File: src/rtl/dw_bc_pkg.sv
// ---------------------------------------------------------------------------
// dw_bc_pkg
// Shared definitions for the observe-only boundary scan cell segments.
//   BC_MODE_*  : encodings of the 2-bit mode input (2'b11 behaves as normal)
//   bc_clog2() : ceiling log2, used to size the shift counter
// ---------------------------------------------------------------------------
package dw_bc_pkg;

  localparam logic [1:0] BC_MODE_NORM = 2'b00;
  localparam logic [1:0] BC_MODE_MISR = 2'b01;
  localparam logic [1:0] BC_MODE_BYP  = 2'b10;

  // Ceiling log2 of n; returns 0 for n <= 1.
  function automatic int bc_clog2(input int n);
    int r;
    r = 0;
    for (int v = n - 1; v > 0; v = v >> 1) begin
      r = r + 1;
    end
    return r;
  endfunction

endpackage

File: src/rtl/dw_bc_shift_ctr.sv
// ---------------------------------------------------------------------------
// dw_bc_shift_ctr
// Saturating shift counter. Counts enabled cycles since the last clear and
// stops at LIMIT; o_done flags that the count has reached LIMIT.
//   clk    : clock, all updates on rising edge
//   rst    : synchronous active-high reset (count -> 0)
//   i_clr  : synchronous clear (count -> 0), lower priority than rst
//   i_en   : count enable
//   o_cnt  : current count
//   o_done : high when o_cnt == LIMIT
// ---------------------------------------------------------------------------
module dw_bc_shift_ctr
  import dw_bc_pkg::*;
#(
  parameter int LIMIT = 8,
  parameter int CW    = bc_clog2(LIMIT + 1)
) (
  input  logic          clk,
  input  logic          rst,
  input  logic          i_clr,
  input  logic          i_en,
  output logic [CW-1:0] o_cnt,
  output logic          o_done
);

  localparam logic [CW-1:0] LIMIT_C = CW'(LIMIT);

  logic [CW-1:0] r_cnt;
  logic          w_at_limit;

  assign w_at_limit = (r_cnt == LIMIT_C);

  always_ff @(posedge clk) begin
    if (rst) begin
      r_cnt <= '0;
    end else if (i_clr) begin
      r_cnt <= '0;
    end else if (i_en && !w_at_limit) begin
      r_cnt <= r_cnt + 1'b1;
    end
  end

  assign o_cnt  = r_cnt;
  assign o_done = w_at_limit;

endmodule

File: src/rtl/dw_bc4_chain.sv
// ---------------------------------------------------------------------------
// dw_bc4_chain
// WIDTH observe-only (BC_4 style) boundary scan cells in one segment, with
// optional MISR compaction, a 1-bit bypass flop and an unload counter.
// System data is never gated: data_out is a wire copy of data_in.
//   capture_clk : clock, all state updates on rising edge
//   rst         : synchronous active-high reset, highest priority
//   capture_en  : active-low enable (1 = hold every bit of state)
//   shift_dr    : 1 = shift toward so, 0 = capture
//   mode        : 00 normal, 01 MISR, 10 bypass, 11 normal
//   si / so     : serial chain in / out
//   data_in     : system pins
//   data_out    : to core, combinational copy of data_in
//   shift_cnt   : shifts since last capture, saturates at WIDTH
//   shift_done  : shift_cnt == WIDTH
// ---------------------------------------------------------------------------
module dw_bc4_chain
  import dw_bc_pkg::*;
#(
  parameter int               WIDTH = 8,
  parameter logic [WIDTH-1:0] POLY  = WIDTH'(8'h1D)
) (
  input  logic                            capture_clk,
  input  logic                            rst,
  input  logic                            capture_en,
  input  logic                            shift_dr,
  input  logic [1:0]                      mode,
  input  logic                            si,
  input  logic [WIDTH-1:0]                data_in,
  output logic [WIDTH-1:0]                data_out,
  output logic                            so,
  output logic [bc_clog2(WIDTH+1)-1:0]    shift_cnt,
  output logic                            shift_done
);

  localparam int CW = bc_clog2(WIDTH + 1);

  logic [WIDTH-1:0] r_cap;
  logic             r_byp;

  logic             w_act;
  logic             w_byp_mode;
  logic             w_misr_mode;
  logic [WIDTH-1:0] w_misr_next;
  logic             w_cnt_clr;
  logic             w_cnt_en;

  assign w_act       = !capture_en;
  assign w_byp_mode  = (mode == BC_MODE_BYP);
  assign w_misr_mode = (mode == BC_MODE_MISR);

  // Galois-style MISR step: shift left, fold the dropped MSB back through
  // POLY, then XOR in the new observation. Pure XOR, no carries.
  assign w_misr_next = {r_cap[WIDTH-2:0], 1'b0}
                     ^ (r_cap[WIDTH-1] ? POLY : '0)
                     ^ data_in;

  // Cell array. In bypass mode the cap register is untouched, so a MISR
  // signature or captured pattern survives a detour through bypass.
  always_ff @(posedge capture_clk) begin
    if (rst) begin
      r_cap <= '0;
      r_byp <= 1'b0;
    end else if (w_act) begin
      if (w_byp_mode) begin
        r_byp <= shift_dr ? si : 1'b0;
      end else if (shift_dr) begin
        r_cap <= {r_cap[WIDTH-2:0], si};
      end else if (w_misr_mode) begin
        r_cap <= w_misr_next;
      end else begin
        r_cap <= data_in;
      end
    end
  end

  // The counter only tracks the cap chain; bypass activity leaves it alone.
  assign w_cnt_clr = w_act && !w_byp_mode && !shift_dr;
  assign w_cnt_en  = w_act && !w_byp_mode &&  shift_dr;

  dw_bc_shift_ctr #(
    .LIMIT (WIDTH),
    .CW    (CW)
  ) u_shift_ctr (
    .clk    (capture_clk),
    .rst    (rst),
    .i_clr  (w_cnt_clr),
    .i_en   (w_cnt_en),
    .o_cnt  (shift_cnt),
    .o_done (shift_done)
  );

  // Both so sources are flops; only the selection follows the mode pins.
  assign so       = w_byp_mode ? r_byp : r_cap[WIDTH-1];
  assign data_out = data_in;

endmodule
File: config.mk
export PLATFORM = sky130hd
export DESIGN_NAME = dw_bc4_chain
export DESIGN_NICKNAME = d
export VERILOG_FILES = /design/src/rtl/dw_bc_pkg.sv /design/src/rtl/dw_bc_shift_ctr.sv /design/src/rtl/dw_bc4_chain.sv
export SDC_FILE = /design/constraint.sdc
export NUM_CORES = 1
export LEC_CHECK = 0
export BUFFER_PORTS_ARGS = -buffer_cell sky130_fd_sc_hd__buf_4
export CELL_PAD_IN_SITES_DETAIL_PLACEMENT = 2
export CELL_PAD_IN_SITES_GLOBAL_PLACEMENT = 2
export CORE_ASPECT_RATIO = 1.2
export CORE_MARGIN = 4
export CORE_UTILIZATION = 29
export CTS_CLUSTER_DIAMETER = 30
export DETAILED_ROUTE_END_ITERATION = 10
export HOLD_SLACK_MARGIN = 0.06
export PLACE_DENSITY = 0.79
export SYNTH_ARGS = -nofsm -noshare
export SYNTH_HDL_FRONTEND = slang
export SYNTH_SLANG_ARGS = --single-unit
export TNS_END_PERCENT = 100
File: constraint.sdc
create_clock -name capture_clk -period 4.75 [get_ports capture_clk]
set_input_delay 1.1875 -clock capture_clk [delete_from_list [all_inputs] [get_ports capture_clk]]
set_output_delay 1.1875 -clock capture_clk [all_outputs]
set_load 0.01 [all_outputs]
==> flow_summary.ini <==
[logic_synthesis]
synth_top_area_share_pct = 27.66
synth_common_cells = a21oi_1, nand2_1, dfxtp_1
synth.area.top_cells = dfxtp_1, a21oi_1, xnor2_1, buf_4, nand2_1
synth-seq-cells = 13
async_flop_share_pct = 0
synthesis.area_sq_um = 940.9
synth_most_common_cell = a21oi_1
yosysTopAreaCell = dfxtp_1
netlist_instances = 124
synth_enable_flop_cells = 0
syn-num-nets = 141
postSynthAreaPerCell_sq_um = 7.588
synth.distinct_cells = 32
yosysSeqAreaShare_pct = 27.66
yosysWarnings = 0
synth_ff_type = dfxtp_1

[sta]
grt_setup_unrepaired = no
relSlewSlack_pct = 51.16
holdWs_ns = 0.5105
finalCritPeriodShare_pct = 67.56
fin_skew_ns = 0.007783
finalSetupTns_ns = 0
post-route-min-period_ns = 3.209
slew_viol_final = 0
fmax_mhz = 311.6
final-hold-violation-count = 0
setup_viol = 0
worstMarginPinSlew_ns = 0.7259

[clock_tree]
cts.sink_count = 13
post_cts_buffers = 0
htreeDepth = 1
numCtsBuffers = 3
ctsHoldBuffers = 0
worstSkewPairLatency_ns = 0.28
cts_resized = 0
root_buffer = clkbuf_4
clk_pin_slew_worst_paths_ns = 0.08
cts_tree = built
cts_buffer_depth = 2

[floorplan]
start_util_pct = 30.52
core_area_sq_um = 3083
io_pins = 29
die_x_um = 60.00
core.rowCount = 22
die_h_um = 70.40
die-area_sq_um = 4223

[power]
power_density_nw_per_um2 = 221.7
p_leak_nw = 0.4041
peakVddDrop_mv = 0.1048
finalPower_mw = 0.2460

[min_path]
hold_depth = 2
hp-class = register to register

[finish]
fin_area_sq_um = 1110
antenna_cells = 0
ff_latch_area_sq_um = 260.3
fillers = 379
fin_nets = 156
area_delta_synth_final_pct = 17.95
multi_input_area_sq_um = 560.5
drive_above_1_share_pct = 24.64
fin_cells = 174

[worst_setup_path]
crit_slowest_cell = mux2_2
cp.depth = 4
critPathTopFamily = multiplexers
cp_max_fo = 9
path_buf_inv = 2
critPathMostFrequentCell = buf_4
crit_arrival_ns = 2.02
critPathKind = input port to primary output
cp-end-kind = primary output
r2r_cells = 6
startpoint_type = input port
cpPeakStageDelay_ns = 0.36
critical_path_required_ns = 3.56
cp_cell_sequence = buf_4, nand2b_1, mux2_2, buf_4

[grt]
antenna_found_initial = 0
grt_usage_pct = 15.16
grt_overflow_total = 0
grt_pass1_vias = 1024
grt_max_degree = 18
grt_pass1_wl_um = 4940

[place]
dp_hpwl_um = 2247
gp_congestion = 0.7431
place_inst = 170
io_buffers = 28
post_dp_cell_area_sq_um = 1084

[routing]
drtAntennaViolNets = 0
drcViolationCount = 0
firstDrtPassIters = 4
vias = 928
drt_iter0_markers = 14
via_per_inst = 5.333
wl_per_cell_um = 16.61
drt-total-wl_um = 2891

[outcome]
status = finished, final reports clean

[run]
maxCapViolCount = 0
power breakdown:
group | internal [mW] | total [mW] | switching [mW]
clock network | 0.0326 | 0.0693 | 0.0367
logic | 0.0272 | 0.0577 | 0.0305
registers | 0.114 | 0.119 | 0.00545
total | 0.173 | 0.246 | 0.0726
layout by cell type, fill, tap and decap left out, drive strengths merged, types with 3 or more instances in the layout:
| master | synthesis | layout |
|---|---|---|
| a21oi | 16 | 16 |
| buf | 10 | 28 |
| clkbuf | 8 | 4 |
| dfxtp | 13 | 13 |
| nand2 | 14 | 14 |
| nand2b | 4 | 4 |
| nand3 | 6 | 6 |
| nor2 | 5 | 5 |
| nor3 | 8 | 8 |
| nor3b | 4 | 4 |
| o21ai | 3 | 3 |
| o221ai | 4 | 4 |
| o22ai | 3 | 3 |
| xnor2 | 7 | 7 |
cell families after synthesis:
family                     share of synthesized area (%)
muxes                                              1.197
AOI/OAI and AO/OA                                  18.35
adders and majority gates                          2.659
xor gates and xnor gates                           6.516
buffers and inverters                              12.77
DFF                                                27.66
and+or+nand+nor                                    30.85
layer usage:
layer / GRT usage (%) / share of wire (%) / wire, um
met1: 18.31 / 44 / 1260
met5: 0 / 0 / 0
met3: 2.957 / 4.0 / 116
met4: 5.172 / 1.3 / 38
met2: 25.84 / 51 / 1477
flip-flops by register name, summed over array words and instances (netlist names):
name	cells
r_byp	1
r_cap	8
u_shift_ctr.o_cnt	4
metrics by stage:
stage | utilization (%) | setup slack [ns]
after CTS | 36.00 | 1.524
after global routing | 36.00 | 1.474
after floorplan | - | 1.753
final | 36.00 | 1.541
after global placement | 35.15 | 1.563
after detailed placement | 35.15 | 1.533
area by class of cell:
class | count | share of cell area, %
well taps | 36 | 4.059
flip-flops and latches | 13 | 23.45
inverters | 2 | 0.6764
repair buffers | 28 | 18.94
multi-input cells | 91 | 50.51
clock buffers | 4 | 2.368
path summary, 6_finish.rpt:
| check | slack (ns) | endpoint | start |
|---|---|---|---|
| worst max-delay path | 1.54 | so | mode[0] |
| worst min-delay path | 0.51 | r_byp$_SDFFE_PP0P_ | r_byp$_SDFFE_PP0P_ |
| worst max register to register | 2.75 | u_shift_ctr.o_cnt[2]$_SDFFE_PP0P_ | u_shift_ctr.o_cnt[0]$_SDFFE_PP0P_ |
| worst min register to register | 0.51 | r_byp$_SDFFE_PP0P_ | r_byp$_SDFFE_PP0P_ |
worst register-to-register path: cells and delay by family (launching register included):
family | cells | cell delay [ns]
AOI/OAI and AO/OA | 1 | 0.14
adders and majority gates | 1 | 0.21
buffers and inverters | 1 | 0.10
DFF | 1 | 0.40
and+or+nand+nor | 3 | 1.10
No activity file was read; power rests on OpenSTA's default activity.
